--- config.mk ---
export PLATFORM = sky130hd
export DESIGN_NAME = tl_a_arb2
export DESIGN_NICKNAME = d
export VERILOG_FILES = /design/src/rtl/tl_pkg.sv /design/src/rtl/tl_beat_counter.sv /design/src/rtl/tl_a_arb2.sv
export SDC_FILE = /design/constraint.sdc
export NUM_CORES = 1
export LEC_CHECK = 0
export CAP_MARGIN = 20
export CORE_AREA = 5 5 231 233
export CTS_CLUSTER_SIZE = 10
export DETAILED_ROUTE_END_ITERATION = 8
export DIE_AREA = 0 0 236 238
export GPL_ROUTABILITY_DRIVEN = 1
export GPL_TIMING_DRIVEN = 0
export PLACE_DENSITY = 0.36
export REMOVE_ABC_BUFFERS = 1
export SLEW_MARGIN = 30
export SYNTH_ARGS = -nofsm -noshare
export SYNTH_HDL_FRONTEND = slang
export SYNTH_SLANG_ARGS = --single-unit
export TNS_END_PERCENT = 50
--- constraint.sdc ---
create_clock -name clock -period 5.2 [get_ports clock]
set_clock_uncertainty 0.15 [all_clocks]
set_input_delay 0.52 -clock clock [delete_from_list [all_inputs] [get_ports clock]]
set_output_delay 0.52 -clock clock [all_outputs]
set_load 0.01 [all_outputs]
--- src/rtl/tl_pkg.sv ---
// Shared TileLink A/D channel definitions: opcodes, arbiter state encoding and
// burst-length helpers used by the arbiters and their beat counters.
package tl_pkg;

   localparam logic [2:0] PUT_FULL    = 3'd0;
   localparam logic [2:0] PUT_PARTIAL = 3'd1;
   localparam logic [2:0] ARITH       = 3'd2;
   localparam logic [2:0] LOGIC       = 3'd3;
   localparam logic [2:0] GET         = 3'd4;
   localparam logic [2:0] HINT        = 3'd5;
   localparam logic [2:0] ACQUIRE     = 3'd6;

   localparam int TL_MAX_SIZE = 6;
   localparam int TL_DATA_W   = 64;
   localparam int BEAT_W      = TL_MAX_SIZE - $clog2(TL_DATA_W / 8);

   typedef enum logic [1:0] {
      IDLE,
      LOCK,
      BURST
   } arb_state_e;

   // Only PutFull/PutPartial/Arith/Logic carry data on A; everything else is one beat.
   function automatic logic [BEAT_W:0] beats_of(input logic [2:0] opcode,
                                                input logic [2:0] size);
      logic [BEAT_W:0] beats;
      beats = (BEAT_W + 1)'(1);
      if (opcode <= LOGIC && size > 3'd3)
         beats = (BEAT_W + 1)'(1) << (size - 3'd3);
      return beats;
   endfunction

endpackage

--- src/rtl/tl_beat_counter.sv ---
// Remaining-beat counter for a granted A burst: loads beats-1 on the first
// beat, counts down on every later beat and flags the final one.
module tl_beat_counter
   import tl_pkg::*;
(
   input  logic              clock,
   input  logic              reset,
   input  logic              load,
   input  logic [BEAT_W-1:0] load_val,
   input  logic              dec,
   output logic              last
);

   logic [BEAT_W-1:0] count;

   always_ff @(posedge clock) begin
      if (reset)
         count <= '0;
      else if (load)
         count <= load_val;
      else if (dec && count != '0)
         count <= count - 1'b1;
   end

   assign last = (count == BEAT_W'(1));

endmodule

--- src/rtl/tl_a_arb2.sv ---
// Two-requester round-robin A-channel arbiter with D-channel response routing.
// Optional performance counters are built when TL_A_ARB2_PERF_EN is defined.
module tl_a_arb2
   import tl_pkg::*;
#(
   parameter int SRC_W    = 3,
   parameter int ADDR_W   = 32,
   parameter int DATA_W   = 64,
   parameter int MAX_SIZE = 6
) (
   input  logic                clock,
   input  logic                reset,

   input  logic                a0_valid,
   output logic                a0_ready,
   input  logic [2:0]          a0_opcode,
   input  logic [2:0]          a0_param,
   input  logic [2:0]          a0_size,
   input  logic [SRC_W-1:0]    a0_source,
   input  logic [ADDR_W-1:0]   a0_address,
   input  logic [DATA_W-1:0]   a0_data,
   input  logic [DATA_W/8-1:0] a0_mask,
   input  logic                a0_corrupt,

   input  logic                a1_valid,
   output logic                a1_ready,
   input  logic [2:0]          a1_opcode,
   input  logic [2:0]          a1_param,
   input  logic [2:0]          a1_size,
   input  logic [SRC_W-1:0]    a1_source,
   input  logic [ADDR_W-1:0]   a1_address,
   input  logic [DATA_W-1:0]   a1_data,
   input  logic [DATA_W/8-1:0] a1_mask,
   input  logic                a1_corrupt,

   output logic                o_a_valid,
   input  logic                o_a_ready,
   output logic [2:0]          o_a_opcode,
   output logic [2:0]          o_a_param,
   output logic [2:0]          o_a_size,
   output logic [SRC_W:0]      o_a_source,
   output logic [ADDR_W-1:0]   o_a_address,
   output logic [DATA_W-1:0]   o_a_data,
   output logic [DATA_W/8-1:0] o_a_mask,
   output logic                o_a_corrupt,

   input  logic                i_d_valid,
   output logic                i_d_ready,
   input  logic [2:0]          i_d_opcode,
   input  logic [2:0]          i_d_param,
   input  logic [2:0]          i_d_size,
   input  logic [SRC_W:0]      i_d_source,
   input  logic [DATA_W-1:0]   i_d_data,
   input  logic                i_d_denied,
   input  logic                i_d_corrupt,

   output logic                d0_valid,
   input  logic                d0_ready,
   output logic [2:0]          d0_opcode,
   output logic [2:0]          d0_param,
   output logic [2:0]          d0_size,
   output logic [SRC_W-1:0]    d0_source,
   output logic [DATA_W-1:0]   d0_data,
   output logic                d0_denied,
   output logic                d0_corrupt,

   output logic                d1_valid,
   input  logic                d1_ready,
   output logic [2:0]          d1_opcode,
   output logic [2:0]          d1_param,
   output logic [2:0]          d1_size,
   output logic [SRC_W-1:0]    d1_source,
   output logic [DATA_W-1:0]   d1_data,
   output logic                d1_denied,
   output logic                d1_corrupt
`ifdef TL_A_ARB2_PERF_EN
   ,
   output logic [31:0]         perf_msg0,
   output logic [31:0]         perf_msg1,
   output logic [31:0]         perf_stall
`endif
);

   arb_state_e      state;
   logic            grant;
   logic            prio;
   logic            sel_idle;
   logic            sel;
   logic            sel_valid;
   logic            a_fire;
   logic [BEAT_W:0] cur_beats;
   logic            multi;
   logic            cnt_load;
   logic            cnt_dec;
   logic            cnt_last;
   logic            d_route;

   // Once a request has been presented (LOCK) or a burst started, the mux is pinned to grant.
   assign sel_idle  = (a0_valid && a1_valid) ? prio : a1_valid;
   assign sel       = (state == IDLE) ? sel_idle : grant;
   assign sel_valid = sel ? a1_valid : a0_valid;

   assign o_a_valid   = !reset && sel_valid;
   assign o_a_opcode  = sel ? a1_opcode  : a0_opcode;
   assign o_a_param   = sel ? a1_param   : a0_param;
   assign o_a_size    = sel ? a1_size    : a0_size;
   assign o_a_source  = {sel, (sel ? a1_source : a0_source)};
   assign o_a_address = sel ? a1_address : a0_address;
   assign o_a_data    = sel ? a1_data    : a0_data;
   assign o_a_mask    = sel ? a1_mask    : a0_mask;
   assign o_a_corrupt = sel ? a1_corrupt : a0_corrupt;

   assign a0_ready = !reset && !sel && o_a_ready;
   assign a1_ready = !reset &&  sel && o_a_ready;

   assign a_fire    = o_a_valid && o_a_ready;
   assign cur_beats = beats_of(o_a_opcode, o_a_size);
   assign multi     = cur_beats > (BEAT_W + 1)'(1);
   assign cnt_load  = a_fire && (state != BURST) && multi;
   assign cnt_dec   = a_fire && (state == BURST);

   tl_beat_counter u_beat_counter (
      .clock    (clock),
      .reset    (reset),
      .load     (cnt_load),
      .load_val (BEAT_W'(cur_beats - 1'b1)),
      .dec      (cnt_dec),
      .last     (cnt_last)
   );

   always_ff @(posedge clock) begin
      if (reset) begin
         state <= IDLE;
         grant <= 1'b0;
         prio  <= 1'b0;
      end else begin
         case (state)
            IDLE: begin
               if (a_fire) begin
                  if (multi) begin
                     grant <= sel;
                     state <= BURST;
                  end else begin
                     prio <= ~sel;
                  end
               end else if (o_a_valid) begin
                  grant <= sel;
                  state <= LOCK;
               end
            end
            LOCK: begin
               if (a_fire) begin
                  if (multi) begin
                     state <= BURST;
                  end else begin
                     state <= IDLE;
                     prio  <= ~grant;
                  end
               end
            end
            BURST: begin
               if (a_fire && cnt_last) begin
                  state <= IDLE;
                  prio  <= ~grant;
               end
            end
            default: state <= IDLE;
         endcase
      end
   end

   always_ff @(posedge clock) begin
      if (!reset && o_a_valid)
         assert (o_a_size <= 3'(MAX_SIZE));
   end

   // D responses are steered purely by the requester tag in the source MSB.
   assign d_route   = i_d_source[SRC_W];
   assign d0_valid  = !reset && i_d_valid && !d_route;
   assign d1_valid  = !reset && i_d_valid &&  d_route;
   assign i_d_ready = !reset && (d_route ? d1_ready : d0_ready);

   assign d0_opcode  = i_d_opcode;
   assign d0_param   = i_d_param;
   assign d0_size    = i_d_size;
   assign d0_source  = i_d_source[SRC_W-1:0];
   assign d0_data    = i_d_data;
   assign d0_denied  = i_d_denied;
   assign d0_corrupt = i_d_corrupt;

   assign d1_opcode  = i_d_opcode;
   assign d1_param   = i_d_param;
   assign d1_size    = i_d_size;
   assign d1_source  = i_d_source[SRC_W-1:0];
   assign d1_data    = i_d_data;
   assign d1_denied  = i_d_denied;
   assign d1_corrupt = i_d_corrupt;

`ifdef TL_A_ARB2_PERF_EN
   logic msg_done;

   assign msg_done = a_fire && ((state == BURST) ? cnt_last : !multi);

   always_ff @(posedge clock) begin
      if (reset) begin
         perf_msg0  <= '0;
         perf_msg1  <= '0;
         perf_stall <= '0;
      end else begin
         if (msg_done && !sel && perf_msg0 != '1)
            perf_msg0 <= perf_msg0 + 32'd1;
         if (msg_done && sel && perf_msg1 != '1)
            perf_msg1 <= perf_msg1 + 32'd1;
         if (o_a_valid && !o_a_ready && perf_stall != '1)
            perf_stall <= perf_stall + 32'd1;
      end
   end
`endif

endmodule

-- Word level (Yosys, flattened, before mapping)
Index checks and enable logic that the tools add are counted.
- register bits after elaboration: 7
- bits of input ports: 321
- output and inout bits: 280
- word-level logic and storage cells: 84
- add/subtract/negate cells: 3
- $lt $le $gt $ge: 3
- equal/unequal tests: 12
- shift operators: 1
- multiplexer cells: 31
- bitwise operators: 2
- reductions and logical operators: 28
- operator list (cell ; number):
    $mux 64 ; 1
    $mux 32 ; 1
    $mux 3 ; 6
    $logic_and 1x1->1 ; 17
    $mux 1 ; 13
    $mux 2 ; 6
    $ne 2x2->1 const B ; 5
    $mux 8 ; 1
    $ne 3x3->1 const B ; 2
    $pmux 2 s3 ; 1
    $reduce_and 6->1 ; 1
    $reduce_bool 3->1 ; 2
    $sub 3x1->3 const B ; 2
    $gt 4x1->1 const B ; 1
    $mux 4 ; 1
    $ne 2x1->1 const B ; 2
    $reduce_and 4->1 ; 1
    $reduce_bool 2->1 ; 2
    $shl 1x3->4 const A ; 1
    $eq 3x1->1 const B ; 1
    $gt 3x2->1 const B ; 1
    $le 3x2->1 const B ; 1
    $logic_not 1->1 ; 3
    $pmux 1 s3 ; 1
    6 further kinds ; 7

-- Longest topological paths before layout
Gate-level depths: netlist of run 1.
- word-level depth: 11
- mapped depth: 20
- depth with buffers taken out: 18

-- Modules after synthesis
A second synthesis of run 1 with hierarchy kept.
- cell total of the unflattened synthesis: 398
- area total of the unflattened synthesis: 3419.5 µm²
- by module, submodules not included (module ; instances ; cells each ; area an instance (µm²) ; seq. area each (µm²)):
    tl_a_arb2 ; 1 ; 373 ; 3178.0 ; 80.1
    tl_beat_counter ; 1 ; 25 ; 241.5 ; 60.1

-- Worst setup path after synthesis of run 1
Ideal clock, no wire load.
- path kind: register -> register
- start point: register state[0]
- end point: register u_beat_counter.count[1]
- library setup time: 0.067 ns
- data arrival time: 4.027 ns
- required time: 4.983 ns
- slack: 0.956 ns
- cell stages (with the launch flop): 20
- buffers on the path: 2
- clock period less this slack: 4.244 ns
- path through: dfxtp_1 > inv_1 > ha_1 > and2_1 > a21oi_1 > clkbuf_1 > mux2i_1 > inv_1 > and2_1 > ha_1 > or3b_4 > nor3_1 > o21ai_1 > ha_1 > nor2_1 > a211oi_2 > or3_1 > buf_2 > o22a_1 > a21oi_2
- longest elaborated chain between the ends: 9
- elaborated cells between the ends (all ways): 23
- those cells by class: add/sub (2); order compare (3); eq/ne (2); shift (1); mux (6); reduce/logical (9)
- ends and longest elaborated chain (what ; line ; source):
    start, declared ; tl_a_arb2.sv:84 ; arb_state_e state;
    start signal, assigned ; tl_a_arb2.sv:133 ; state <= IDLE;
    start signal, assigned ; tl_a_arb2.sv:142 ; state <= BURST;
    start signal, assigned ; tl_a_arb2.sv:148 ; state <= LOCK;
    $logic_not 2->1 (*) ; tl_a_arb2.sv:100 ; assign sel = (state == IDLE) ? sel_idle : grant;
    $mux 1 (*) ; tl_a_arb2.sv:100 ;
    $mux 3 (*) ; tl_a_arb2.sv:106 ; assign o_a_size = sel ? a1_size : a0_size;
    via o_a_size[0] ; tl_a_arb2.sv:40 ; output logic [2:0] o_a_size,
    $sub 3x2->3 / $gt 3x2->1 (equally long branches) ; tl_pkg.sv:29, tl_pkg.sv:28 ;
    $shl 1x3->4 / $logic_and 1x1->1 (equally long branches) ; tl_pkg.sv:29, tl_pkg.sv:28 ;
    $mux 4 (*) ; tl_pkg.sv:28 ; if (opcode <= LOGIC && size > 3'd3)
    $gt 4x1->1 ; tl_a_arb2.sv:118 ; assign multi = cur_beats > (BEAT_W + 1)'(1);
    $logic_and 1x1->1 ; tl_a_arb2.sv:119 ; assign cnt_load = a_fire && (state != BURST) && multi;
    $mux 3 / $reduce_bool 2->1 (equally long branches) ; - ;
    end signal, assigned ; tl_beat_counter.sv:20 ; count <= load_val;
    end signal, assigned ; tl_beat_counter.sv:22 ; count <= count - 1'b1;
    end, declared ; tl_beat_counter.sv:14 ; logic [BEAT_W-1:0] count;
The timed path passes the listed nets; every way through them passes the cells marked *.
A chain may end at the register's enable or synchronous reset.

-- Worst setup path in the final report of run 1
- start point: input a1_valid
- end point: register u_beat_counter.count[1]
- longest elaborated chain between the ends: 10
- elaborated cells between the ends (all ways): 22
- those cells by class: add/sub (2); order compare (3); shift (1); mux (7); reduce/logical (9)
- ends and longest elaborated chain (what ; line ; source):
    start, declared ; tl_a_arb2.sv:25 ; input logic a1_valid,
    $logic_and 1x1->1 ; tl_a_arb2.sv:99 ; assign sel_idle = (a0_valid && a1_valid) ? prio : a1_valid;
    $mux 1 ; tl_a_arb2.sv:99 ;
    $mux 1 ; tl_a_arb2.sv:100 ;
    $mux 3 (on tied branches) ; tl_a_arb2.sv:106, tl_a_arb2.sv:104 ;
    $sub 3x2->3 (tied with other cells) ; tl_pkg.sv:29 ; beats = (BEAT_W + 1)'(1) << (size - 3'd3);
    $shl 1x3->4 / $logic_and 1x1->1 (equally long branches) ; tl_pkg.sv:29, tl_pkg.sv:28 ;
    $mux 4 ; tl_pkg.sv:28 ;
    $gt 4x1->1 ; tl_a_arb2.sv:118 ;
    $logic_and 1x1->1 ; tl_a_arb2.sv:119 ;
    $mux 3 / $reduce_bool 2->1 (equally long branches) ; - ;
Several ways; a longest one is shown, not always the timed one.

==> impl_results.md, run 1 <==
* Drt pass-1 iters at 4
* Nets at approximately 1.2k
* CP cell instances: clkdlybuf4s50_1 > and2_1 > a21oi_4 > buf_16 > inv_8 > buf_16 > nand2_1 > nand2_1 > and2_1 > ha_1 > or3b_4 > nor3_1 > o21ai_1 > ha_1 > nor2_1 > a211oi_2 > or3_1 > o22a_1 > a21oi_2
* CTS buffer count at 3
* Avg Synthesized Cell Area at around 5.4 µm²
* Slowest-stage cell, CP: clkdlybuf4s50_1
* Max-slew violations at 0
* Sw Share at 46.00%
* Syn Inst Count at ~630
* Outcome: completed
* Die Span Y at between 200 and 250 µm
* Vias in the first global route at 4,700
* Synthesized area at ~3400 µm²
* Max-slew headroom at 62.64%
* Post-DR vias/cell at between 3 and 4
* Avg WL per Cell at roughly 23 µm
* Hold depth at 2
* Distinct cell type count after synthesis at 42
* Total grt overflow at 0
* Cell taking the most area after synthesis: nand2_1
* Initial antenna violation count at 1
* WS Path Type: in2reg
* Post-placement cell area at 6818 µm²
* Final Hold Vio Count at 0
* Final GP Congestion at between 0.8 and 0.9
* Max H-tree Level at 1
* Comb power frac at 89.9%
* TritonCTS clock tree: yes
* Startpoint types: input port
* Yosys warns at 0
* Worst-margin pin slew at about 0.56 ns
* Sequential share of the synthesized area at just over 4%
* Yosys reg bits at 7
* First-pass GRT wire length at roughly 45,000 µm
* Vias at 4,687
* Unrepaired setup endpoints after global routing: no
* CP startpoint: a1_valid
* Initial DRC count at around 210
* EDFF count, synth at 0
* CP delay by family, top: simple AND/OR/NAND/NOR gates
* Worst EP required at 5.21 ns
* Clock share of power at around 6.5%
* FF+latch area at 140.1 µm²
* Yosys top cell area share at between 30% and 40%
* Hold Buf Count CTS at 0
* Area grow syn2layout at 102.9%
* R2R setup slack at just over 0.5 ns
* Drc violations at 0
* Clock Sinks at 7
* Root Buffer: clkbuf_16
* Pwr Total at roughly 2.1 mW
* Flop pwr share at under 10%
* Port buffer count at approximately 370
* Leakage power at ~2.9 nW
* Switching pwr at ~0.96 mW
* Final WS setup at about 0.39 ns
* # rows at between 80 and 90
* Core footprint at between 50,000 and 60,000 µm²
* Final Cell Area at 6907 µm²
* Starting Density at under 10%
* IO Count at approximately 600
* Min Clock Period, post-route at between 4 and 5 ns
* Hold path start: u_beat_counter.count[1]
* Cell count along the critical path at 19
* Clk pin slew, worst setup/hold paths at around 0.04 ns
* Worst setup EP type: flip-flop
* Power per cell area at just over 300 nW/µm²
* Worst-skew pair later-pin latency at around 0.23 ns
* Fillers at 5,909
* Routed Antenna Nets at 0
* Deepest clock path buffer count at 2
* Setup violators final at 0
* Largest net degree at the start of global routing at 71
* Layout cells sized above 1 at 2.300%
* Die area at roughly 56,000 µm²
* Max frequency at roughly 210 MHz
* Worst EP arrival at 4.82 ns
* Most common cell in the netlist: nand2_1
* Crit path largest cell delay at about 0.58 ns
* Internal at approximately 1.1 mW
* Global Route Usage Sum at 11.60%
* Crit path capture: u_beat_counter.count[1]
* DRT Wirelength at approximately 35,000 µm
* Reg2reg path depth at 20
* Reg2reg end: u_beat_counter.count[1]
* VDD IR-drop max at ~0.00021 V
* Main area contributors after synthesis: nand2_1 (38%), buf_4 (35%), dfxtp_1 (4.1%)
* Multi-input logic area at around 1900 µm²
* Crit-path max FO at 70
* Crit path buf inv count at 4
* Primary FF master, synth: dfxtp_1
* HPWL after detailed placement at 29,740 µm
* Post-synth top cells: nand2_1 (346), buf_4 (157), clkbuf_1 (14), nor2_1 (14), buf_1 (12)
* Kind of path behind the tightest hold check: reg2reg
* Die width at between 200 and 250 µm
* FF-to-FF Start: state[0]
* Period utilization at about 90%
* Fraction of registers with async set/reset at 0%
* MaxCap Viol Count at 0
* Worst slack, placed at -0.1748 ns
## cells in the final DEF, fill, tap and decap left out, drive strengths merged, types with 2 or more instances in the layout
cell type	n
nand2	346
o21ai	3
and2	3
mux2i	7
buf	8
a211oi	3
or3b	2
nor4	2
inv	11
nor2	14
dfxtp	7
clkbuf	4
mux2	2
nor3	6
nand2b	5
ha	9
xnor2	3
a21oi	7
clkdlybuf4s50	366
nor2b	3
## sequential cells by signal, indices dropped and copies added (netlist names)
name                  count
u_beat_counter.count      3
grant                     1
state                     2
prio                      1
## final cells by class
cell class / count / area share, %
tap: 680 / 12.32
inverter: 11 / 0.7065
sequential: 7 / 2.029
timing repair buffer: 374 / 55.58
multi-input combinational: 430 / 28.19
antenna: 1 / 0.03623
clock buffer: 4 / 1.141
## power by group through the flow
stage | Clock, mW | Sequential [mW] | Combinational, mW
finish | 0.136 | 0.0746 | 1.87
global route | 0.145 | 0.0761 | 2.04
CTS | 0.140 | 0.0746 | 1.92
detailed placement | 0 | 0.0750 | 1.91
global placement | 0 | 0.0749 | 1.95
floorplan | 0 | 0.0733 | 0.791
## kinds of logic after synthesis
family / after synthesis / synth area share (%)
multiplexers: 9 / 2.721
AO/OA/AOI/OAI: 19 / 4.375
flip-flops: 7 / 4.118
buffers and inverters: 196 / 39.01
adder cells (fa/ha/maj): 9 / 3.309
XOR/XNOR: 4 / 1.030
AND/OR/NAND/NOR: 389 / 45.44
## stage by stage
step	hold slack (ns)	util (%)	setup TNS, ns	cells
floorplan	0.2966	-	-464.69	448
global placement	0.3124	13.01	-1572.01	1494
detailed placement	0.3125	13.37	-0.6237	1501
CTS	0.3198	13.53	0	1505
global route	0.3535	13.54	0	1506
finish	0.3187	13.54	0	1507
## repair_timing
| item | CTS | global route |
|---|---|---|
| endpoints found under the setup margin | 0 | 7 |
| resized for setup | 0 | 0 |
| buffers inserted | 0 | 1 |
| endpoints found under the hold margin | 0 | 0 |
## metal layers
| layer | vias up | track usage (%) | part of all wire (%) |
|---|---|---|---|
| li1 | 2161 | - | - |
| met1 | 1947 | 12.39 | 39 |
| met2 | 543 | 15.18 | 36 |
| met3 | 23 | 12.86 | 22 |
| met4 | 13 | 0.8269 | 0.56 |
| met5 | - | 9.933 | 2.0 |
## worst reg2reg max path: stages (launching register included)
cell and delay (ns):
dfxtp_1 0.35, inv_1 0.07, ha_1 0.28, nor2b_1 0.35, a21oi_4 0.08, buf_16 0.17, inv_8 0.24, buf_16 0.29
nand2_1 0.11, nand2_1 0.13, and2_1 0.16, ha_1 0.26, or3b_4 0.42, nor3_1 0.15, o21ai_1 0.12, ha_1 0.24
nor2_1 0.15, a211oi_2 0.09, or3_1 0.44, o22a_1 0.25, a21oi_2 0.12
## how the worst min path moves through the flow
| stage | to | slack (ns) |
|---|---|---|
| 3_5_place_dp | u_beat_counter.count[1] | 0.31 |
| 4_1_cts | u_beat_counter.count[1] | 0.32 |
| 3_3_place_gp | u_beat_counter.count[1] | 0.31 |
| 5_1_grt | u_beat_counter.count[1] | 0.35 |
| 2_1_floorplan | u_beat_counter.count[1] | 0.30 |
| 6_report | u_beat_counter.count[1] | 0.32 |
Note: power is estimated with default switching activity, not from simulation.
==> run 2, diff against run 1 <==
- CELL_PAD_IN_SITES_DETAIL_PLACEMENT: unset -> 1
- CELL_PAD_IN_SITES_GLOBAL_PLACEMENT: unset -> 2
- CORE_AREA: 5 5 231 233 -> 5 5 233 235
- DIE_AREA: 0 0 236 238 -> 0 0 238 240
- PLACE_DENSITY: 0.36 -> 0.75
- REMOVE_ABC_BUFFERS: 1 -> unset
==> impl_results.md, run 2 (synthesized netlist as in run 1, its figures left out) <==
* Outcome: completed
* Worst setup EP type: flip-flop
* Final GP Congestion at 0.8574 (+5.1%)
* VDD IR-drop max at 0.0001035 V (-51%)
* Worst EP required at 5.21 ns (about the same)
* N_diodes at 0 (-1)
* Final Cell Area at 9578 µm² (+39%)
* Core footprint at 52,020 µm² (+2.0%)
* Clock Sinks at 7 (unchanged)
* # rows at 84 (+1.2%)
* DP Cell Count at 1,843 (+23%)
* Kind of path behind the tightest hold check: reg2reg
* Worst EP arrival at 4.70 ns (-0.12 ns)
* Vias in the first global route at 6,380 (+36%)
* FF-to-FF Start: state[0]
* Final Hold Vio Count at 0 (unchanged)
* Nets at 1,490 (+29%)
* Setup violators final at 0 (unchanged)
* Largest Register: u_beat_counter.count
* Drt pass-1 iters at 4 (unchanged)
* Global Route Usage Sum at 8.152% (-3.5 points)
* Final cell count without fillers at 1,847 (+23%)
* Deepest clock path buffer count at 2 (unchanged)
* Hold Buf Count CTS at 0 (unchanged)
* TritonCTS clock tree: yes
* Clk pin slew, worst setup/hold paths at 0.04 ns (about the same)
* Die width at 238 µm (+0.85%)
* Initial DRC count at 90 (-57%)
* Max-slew headroom at 56.40% (-6.2 points)
* Largest net degree at the start of global routing at 11 (-85%)
* R2R setup slack at 0.63 ns (+0.12 ns)
* Post-DR vias/cell at 3.134 (+0.78%)
* Period utilization at 90.13% (-2.3 points)
* Reg2reg path depth at 19 (-5.0%)
* Initial antenna violation count at 2 (+1)
* Power per cell area at 238.6 nW/µm² (-21%)
* Fillers at 6,398 (+8.3%)
* Unrepaired setup endpoints after global routing: no
* Startpoint types: input port
* Worst hold endpoint: u_beat_counter.count[1]
* Starting Density at 6.542% (-0.13 points)
* Vias at 5,789 (+24%)
* Leakage power at 4.202 nW (+46%)
* Routed Antenna Nets at 0 (unchanged)
* Top Registers: u_beat_counter.count x3, state x2
* Area grow syn2layout at 181.4%
* MaxCap Viol Count at 0 (unchanged)
* Reg2reg end: u_beat_counter.count[1]
* Die area at 57,120 µm² (+1.7%)
* Worst-margin pin slew at 0.6540 ns (+0.09535 ns)
* Post-placement cell area at 9489 µm² (+39%)
* Die Span Y at 240 µm (+0.84%)
* Crit-path max FO at 10 (-86%)
* DRT Wirelength at 26,680 µm (-24%)
* Commonest non-fill, non-tap cell in the layout: clkdlybuf4s50_1
* First-pass GRT wire length at 36,920 µm (-18%)
* Max FFs per register at 3 (unchanged)
* CTS buffer count at 3 (unchanged)
* IO Count at 601 (unchanged)
* Max H-tree Level at 1 (unchanged)
* Hold depth at 2 (unchanged)
* Root Buffer: clkbuf_16
* Avg WL per Cell at 14.45 µm (-38%)
* Drc violations at 0 (unchanged)
* Layout cells sized above 1 at 14.93% (+13 points)
* Max frequency at 213.4 MHz (+2.6%)
* Max-slew violations at 0 (unchanged)
* Total grt overflow at 0 (unchanged)
* Post-CTS Setup Repair Bufs at 0 (unchanged)
* HPWL after detailed placement at 24,220 µm (-19%)
* Worst-skew pair later-pin latency at 0.23 ns (about the same)
* Port buffer count at 522 (+43%)
* WS Path Type: in2reg
* Most frequent cells in the layout: clkdlybuf4s50_1 (522), nand2_1 (346), buf_4 (157)
* Min Clock Period, post-route at 4.687 ns (-0.1204 ns)
* Hold path start: u_beat_counter.count[1]
* Syn_nets at 963
## run 2: cell count changes in the layout (fill, tap and decap cells not counted)
| cell | previous run | this run |
|---|---|---|
| clkdlybuf4s50_1 | 366 | 522 |
| inv_2 | 0 | 1 |
| diode_2 | 1 | 0 |
| clkbuf_1 | 1 | 12 |
| clkbuf_4 | 0 | 1 |
| a21oi_2 | 1 | 2 |
| a21oi_4 | 1 | 0 |
| buf_2 | 0 | 2 |
| buf_16 | 5 | 0 |
| buf_8 | 2 | 0 |
| buf_1 | 0 | 12 |
| inv_8 | 1 | 0 |
| clkbuf_2 | 0 | 2 |
| buf_4 | 1 | 157 |
## run 2: worst max-delay path, stage by stage
cell and delay, ns:
clkdlybuf4s50_1 0.58, nand2b_1 0.20, a21oi_2 0.27, clkbuf_4 0.31, mux2i_1 0.26, inv_1 0.08
and2_1 0.16, ha_1 0.31, or3b_4 0.41, nor3_1 0.15, o21ai_1 0.13, ha_1 0.24
nor2_1 0.14, a211oi_2 0.10, or3_1 0.33, buf_2 0.16, o22a_1 0.21, a21oi_2 0.12
## run 2: final cells by class
| cell class | instances | area [µm²] | area share (%) |
|---|---|---|---|
| Multi-Input combinational cell | 430 | 1939 | 20.25 |
| Inverter | 11 | 41.29 | 0.4311 |
| Clock buffer | 4 | 78.83 | 0.8230 |
| Tap cell | 688 | 860.8 | 8.988 |
| Timing Repair Buffer | 522 | 5225 | 54.55 |
| Sequential cell | 7 | 140.1 | 1.463 |
| Buffer | 185 | 1292 | 13.49 |
## run 2: how the worst max path moves through the flow
stage               startpoint                      end  slack (ns)  depth (start not counted)
floorplan             state[0]  u_beat_counter.count[1]        0.96                         19
CTS                   a1_valid  u_beat_counter.count[1]        0.08                         19
detailed placement    a0_valid  u_beat_counter.count[1]       -0.37                         18
finish                a0_valid  u_beat_counter.count[1]        0.51                         18
global route          a0_valid  u_beat_counter.count[1]        0.11                         19
global placement      a0_valid  u_beat_counter.count[1]       -0.31                         18
## run 2: layer usage
layer	track usage, %	share of wire (%)	routed length, µm
met5	0	0.075	20
met4	1.983	2.3	614
met3	2.374	9.4	2504
met2	16.12	53	14110
met1	8.392	35	9430
## run 2: per-stage QoR
stage          hold WS [ns]  power (mW)  utilization, %  TNS [ns]  setup slack [ns]
3_3_place_gp         0.3124       2.193           18.24    -1.552           -0.3136
6_report             0.3286       2.285           18.41         0            0.5131
5_1_grt              0.3689       2.488           18.41         0            0.1148
4_1_cts              0.3320       2.356           18.39         0           0.08492
3_5_place_dp         0.3269       2.210           18.24    -1.914           -0.3724
2_1_floorplan        0.3029      0.9609               -         0            0.9559
## run 2: repair_timing
item	in CTS	in global routing
gates resized for setup	1	9
setup endpoints to repair	6	6
pin swaps	0	0
hold endpoints to repair	0	0
## run 2: power by group
part	total (mW)	switching [mW]	internal, mW
Combinational	2.08	1.01	1.07
Clock	0.132	0.0295	0.102
Sequential	0.0747	0.00781	0.0669
Total	2.29	1.05	1.24
